<file path="src/rtl/registers_dump_sequencer.sv">
// Debug dump sequencer: borrows bank read port A, walks every register and streams each
// word out little-endian as bytes. Optional macro REGISTERS_DUMP_SKIP_ZERO_EN starts at r1.
module registers_dump_sequencer #(
    parameter int REGISTERS_BANK_SIZE = 32,
    parameter int REGISTERS_SIZE      = 32,
    parameter int BYTE_SIZE           = 8
) (
    input  logic                                   i_clk,
    input  logic                                   i_reset,
    input  logic                                   i_start,
    input  logic                                   i_abort,
    input  logic [REGISTERS_SIZE-1:0]              i_reg_data,
    input  logic                                   i_data_ready,
    output logic [$clog2(REGISTERS_BANK_SIZE)-1:0] o_addr,
    output logic                                   o_port_sel,
    output logic [BYTE_SIZE-1:0]                   o_data,
    output logic                                   o_data_valid,
    output logic                                   o_busy,
    output logic                                   o_done
);
    localparam int AW  = $clog2(REGISTERS_BANK_SIZE);
    localparam int BPR = REGISTERS_SIZE / BYTE_SIZE;
    localparam int BCW = $clog2(BPR + 1);

    localparam logic [AW-1:0]  LAST_ADDR = AW'(REGISTERS_BANK_SIZE - 1);
    localparam logic [BCW-1:0] LAST_BYTE = BCW'(BPR - 1);
`ifdef REGISTERS_DUMP_SKIP_ZERO_EN
    localparam logic [AW-1:0]  FIRST_ADDR = AW'(1);
`else
    localparam logic [AW-1:0]  FIRST_ADDR = '0;
`endif

    typedef enum logic [2:0] {IDLE, LOAD, SEND, NEXT, DONE} state_t;

    state_t                    state, state_next;
    logic [AW-1:0]             addr_cnt;
    logic [BCW-1:0]            byte_cnt;
    logic [REGISTERS_SIZE-1:0] shift_reg;

    always_ff @(posedge i_clk) begin
        if (i_reset) state <= IDLE;
        else         state <= state_next;
    end

    // Abort overrides every transition; in IDLE it also masks a coincident start.
    always_comb begin
        state_next = state;
        if (i_abort) begin
            state_next = IDLE;
        end else begin
            case (state)
                IDLE: if (i_start) state_next = LOAD;
                LOAD: state_next = SEND;
                SEND: if (i_data_ready && byte_cnt == LAST_BYTE) state_next = NEXT;
                NEXT: state_next = (addr_cnt == LAST_ADDR) ? DONE : LOAD;
                DONE: state_next = IDLE;
                default: state_next = IDLE;
            endcase
        end
    end

    // Address counter parks at zero whenever the sequencer is (or is about to be) idle.
    always_ff @(posedge i_clk) begin
        if (i_reset) begin
            addr_cnt  <= '0;
            byte_cnt  <= '0;
            shift_reg <= '0;
        end else if (state_next == IDLE) begin
            addr_cnt <= '0;
        end else begin
            case (state)
                IDLE: addr_cnt <= FIRST_ADDR;
                LOAD: begin
                    shift_reg <= i_reg_data;
                    byte_cnt  <= '0;
                end
                SEND: if (i_data_ready) begin
                    shift_reg <= shift_reg >> BYTE_SIZE;
                    byte_cnt  <= byte_cnt + 1'b1;
                end
                NEXT: addr_cnt <= addr_cnt + 1'b1;
                default: ;
            endcase
        end
    end

    always_comb begin
        o_addr       = addr_cnt;
        o_port_sel   = (state == LOAD) || (state == SEND) || (state == NEXT);
        o_data_valid = (state == SEND);
        o_data       = (state == SEND) ? shift_reg[BYTE_SIZE-1:0] : '0;
        o_busy       = (state != IDLE);
        o_done       = (state == DONE);
    end

endmodule

</file>
<file path="config.mk">
export PLATFORM = sky130hd
export DESIGN_NAME = registers_dump_sequencer
export DESIGN_NICKNAME = d
export VERILOG_FILES = /design/src/rtl/registers_dump_sequencer.sv
export SDC_FILE = /design/constraint.sdc
export NUM_CORES = 1
export LEC_CHECK = 0
export ABC_AREA = 1
export BUFFER_PORTS_ARGS = -buffer_cell sky130_fd_sc_hd__buf_2
export CAP_MARGIN = 20
export CORE_MARGIN = 5
export CORE_UTILIZATION = 55
export CTS_CLUSTER_DIAMETER = 40
export CTS_CLUSTER_SIZE = 30
export DETAILED_ROUTE_END_ITERATION = 10
export PLACE_DENSITY = 0.86
export SLEW_MARGIN = 20
export SYNTH_ARGS = -nofsm -noshare
export SYNTH_HDL_FRONTEND = slang
export SYNTH_SLANG_ARGS = --single-unit
</file>
<file path="constraint.sdc">
create_clock -name i_clk -period 3.1 [get_ports i_clk]
set_clock_uncertainty 0.15 [all_clocks]
set_input_delay 0.31 -clock i_clk [delete_from_list [all_inputs] [get_ports i_clk]]
set_output_delay 0.31 -clock i_clk [all_outputs]
set_load 0.02 [all_outputs]
</file>
==> out/results.env <==
RUN_STATUS='complete, no violations'
WORST-PATH-MAX-FANOUT=44
FINALHOLDVIOLATIONS=0
LARGEST_NET_DEGREE_AT_THE_START_OF_GLOBAL_ROUTING=45
DPL.HPWL_UM=2960
CORE_AREA_MM2=0.00369
FINAL-INSTANCE-COUNT-EXCL-FILL=425
MEAN_INSTANCE_SIZE_IN_THE_SYNTHESIZED_NETLIST_UM2=6.42
CRITICAL_PATH_REQUIRED_NS=2.64
FIRST_ITER_VIOLATIONS=179
MIN_PATH_TYPE='in -> reg'
FMAX_MHz=451
CTS_HOLD_BUFFERS=0
SLOWEST_STAGE='nand2_2'
BOUNDARYPINS=54
SYN-INSTANCE-COUNT=330
DETAILED_PLACE.AREA_MM2=0.00236
TIMING_WORST_SETUP_PATH_TYPE='reg -> out'
PEAKVDDDROP_mV=0.520
MAX-CLOCK-PATH-BUFFERS=2
SYN-CELL-AREA_MM2=0.00212
DRC=0
FIN_TNS_SETUP_NS=0
DIE_HEIGHT_UM=72.1
CTS.REPORTEDPATHS.CLKPINSLEW_NS=0.08
TOP_USAGE_LAYER='met2'
ANTENNA_FOUND_INITIAL=0
SYNTH_SIMPLE_GATE_AREA_SHARE_PCT=36.3
MET1_USAGE_PCT=22.8
FINAL_MIN_PERIOD_OVER_CLOCK_PERIOD_PCT=71.6
FINAL-SEQ-AREA_UM2=861
POST_CTS_SETUP_BUFS=0
DIE-AREA_MM2=0.00519
COUNT_OF_NETS_AFTER_FINISHING=417
RSZ0062_AT_GRT='false'
CAPTURE_INSTANCE_OF_THE_WORST_REGISTER_TO_REGISTER_PATH='shift_reg[31]'
WL_UM=4440
ANTENNADIODECOUNT=0
SYNTH.FF_LATCH_COUNT=43
GRT_USE_MET3_PCT=3.60
SYNTH_COMPOUND_GATE_AREA_SHARE_PCT=11.7
CTS_TREE='done'
FINAL_ANTENNA_NET_COUNT=0
POST_ROUTE_CELLS_DRIVE_ABOVE_1_SHARE_PCT=18.3
TIMING.CRITICAL_PATH.BUF_INV=2
GRT_REMAINING_OVERFLOW=0
CTSRESIZECOUNT=0
LEAKAGEPOWER_nW=1.22
GLOBALPLACE.CONGESTION=0.727
MAXSLEWHEADROOM_PCT=43.8
CTS.ROOT.BUFFER_CELL='clkbuf_8'
STARTPOINT='state[2]'
ENDPOINT_KIND='output pin'
TIMING_WORST_SLEW_PIN_VALUE_NS=0.842
YOSYS.AREA_SHARE.XOR_XNOR_PCT=0
CRITICAL-PATH-TOP-DELAY-FAMILY='simple AND/OR/NAND/NOR gates'
MIN_PERIOD_NS=2.22
CRITICAL_PATH.ENDPOINT='o_data[1]'
P_PER_AREA_mW_PER_MM2=460
YS_TYPES=20
INITIAL_CORE_UTIL_PCT=57.4
NUM_VIAS=2026
GRTUSAGETOTAL_PCT=18.3
SYNTH_MUX_AREA_SHARE_PCT=0
SETUP.REG_TO_REG.WORST_SLACK_NS=1.15
SYNTH.TOP_CELL.AREA_SHARE_PCT=40.6
DPL.CELL_COUNT=417
SEQUENTIAL_AREA_SHARE_AFTER_SYNTHESIS_PCT=40.6
SYNTH-ADDER-AREA-SHARE_PCT=2.36
CRITPATHLAUNCHTYPE='flip-flop'
PLACE.PORT_BUFFERS=53
FILL_CELLS=340
AVGROUTEDWIREPERCELL_UM=10.5
FIRSTDRTPASSITERS=4
INSERTED_CLOCK_BUFFERS=5
MAX-CAP-VIOLATIONS=0
CRITICAL_PATH_ARRIVAL_NS=1.76
FINALSETUPVIOLCOUNT=0
FINALMAXSLEWVIOLATIONS=0
SYNTH_TOP_FAMILY_BY_AREA='simple AND/OR/NAND/NOR gates'
ROWS=22
GLOBALROUTEMET2UTIL_PCT=30.1
AREA_DELTA_SYNTH_FINAL_PCT=16.8
CLOCK_LATENCY_NS=0.30
YS_TOP_CELLS_BY_AREA='dfxtp_1 41%, nand2_1 17%, nor2_1 15%'
CPPEAKSTAGEDELAY_NS=0.57
VIAS_PER_CELL=4.77
R2R_START='state[2]'
YOSYSTOPAREACELL='dfxtp_1'
WORST_REG_TO_REG_PATH_CELL_COUNT=5
HTREE_DEPTH=2
NUMCLOCKSINKS=43
DIE_WIDTH_UM=72.1
CP_CELL_SEQUENCE='inv_1 -> nand2_2 -> nor2_1 -> buf_2'
MULTI_INPUT_AREA_MM2=0.00107
FIN_AREA_MM2=0.00247
SYN-NUM-NETS=371
GRT_FIRST_PASS_WIRELENGTH_UM=7710
PATH_DEPTH=4
MAX_FFS_PER_REGISTER=32
MIN_PATH_CELLS=3
TOTAL_POWER_mW=1.14
YOSYS_WARNINGS=0
GRT_PASS1_VIAS=1875
-- final cells by class --
type | instances | area share [%]
clock inverter | 3 | 1.77
inverter | 27 | 4.10
clock buffer | 5 | 2.78
tap | 48 | 2.43
sequential | 43 | 34.8
multi-input combinational | 245 | 43.1
timing repair buffer | 54 | 11.0
-- power breakdown --
| part | switching (mW) | total, mW | leakage [nW] | internal, mW |
|---|---|---|---|---|
| clock | 0.197 | 0.437 | 0.0581 | 0.240 |
| combinational | 0.0689 | 0.117 | 0.809 | 0.0483 |
| sequential | 0.0105 | 0.583 | 0.349 | 0.573 |
| total | 0.276 | 1.14 | 1.22 | 0.861 |
-- cells in the mapped netlist, drive strengths merged --
| library cell | instances |
|---|---|
| nor2 | 84 |
| a21oi | 12 |
| o22ai | 1 |
| o21ai | 34 |
| nand3 | 9 |
| nor3 | 1 |
| inv | 27 |
| nand2 | 100 |
| buf | 11 |
| clkbuf | 4 |
| ha | 4 |
| dfxtp | 43 |
-- metal layers --
metal | up-vias | wire, µm
met4 | 0 | 71
met3 | 6 | 284
met1 | 862 | 2020
li1 | 1104 | -
met2 | 54 | 2070
met5 | - | 0
-- placed cells by master (no fill, tap or decap), drive strengths merged --
master	count
nand2	100
nor2	84
buf	54
dfxtp	43
o21ai	34
inv	27
a21oi	12
nand3	9
clkbuf	5
ha	4
clkinv	2
nor3	1
o22ai	1
bufinv	1
-- cells by family (layout without fill, tap and decap cells) --
| logic type | count (synthesis) | count (layout) |
|---|---|---|
| compound gates | 47 | 47 |
| fa+ha+maj | 4 | 4 |
| buf+inv | 42 | 89 |
| flops | 43 | 43 |
| simple gates | 194 | 194 |
-- worst min-delay path: cells and delay by family --
family                 cells  cell delay [ns]
AOI/OAI and AO/OA          1             0.05
buffers and inverters      1             0.07
and+or+nand+nor            1             0.07
-- worst min path at each step --
stage                              start            end  slack (ns)
final                     i_reg_data[26]  shift_reg[26]        0.09
after detailed placement   shift_reg[22]  shift_reg[22]        0.31
after floorplan                  i_reset  shift_reg[18]        0.23
after global routing             i_reset  shift_reg[22]         0.1
after CTS                        i_reset  shift_reg[18]        0.08
after global placement     shift_reg[12]  shift_reg[12]        0.31
-- per-stage QoR --
| stage | util (%) | hold WS [ns] | worst slack, ns |
|---|---|---|---|
| after floorplan | - | 0.229 | 1.42 |
| after global routing | 67.1 | 0.0997 | 0.669 |
| after global placement | 64.0 | 0.311 | 1.20 |
| final | 67.1 | 0.0873 | 0.882 |
| after CTS | 67.1 | 0.0832 | 0.852 |
| after detailed placement | 64.0 | 0.312 | 1.17 |
Note: power is estimated with default switching activity, not from simulation.
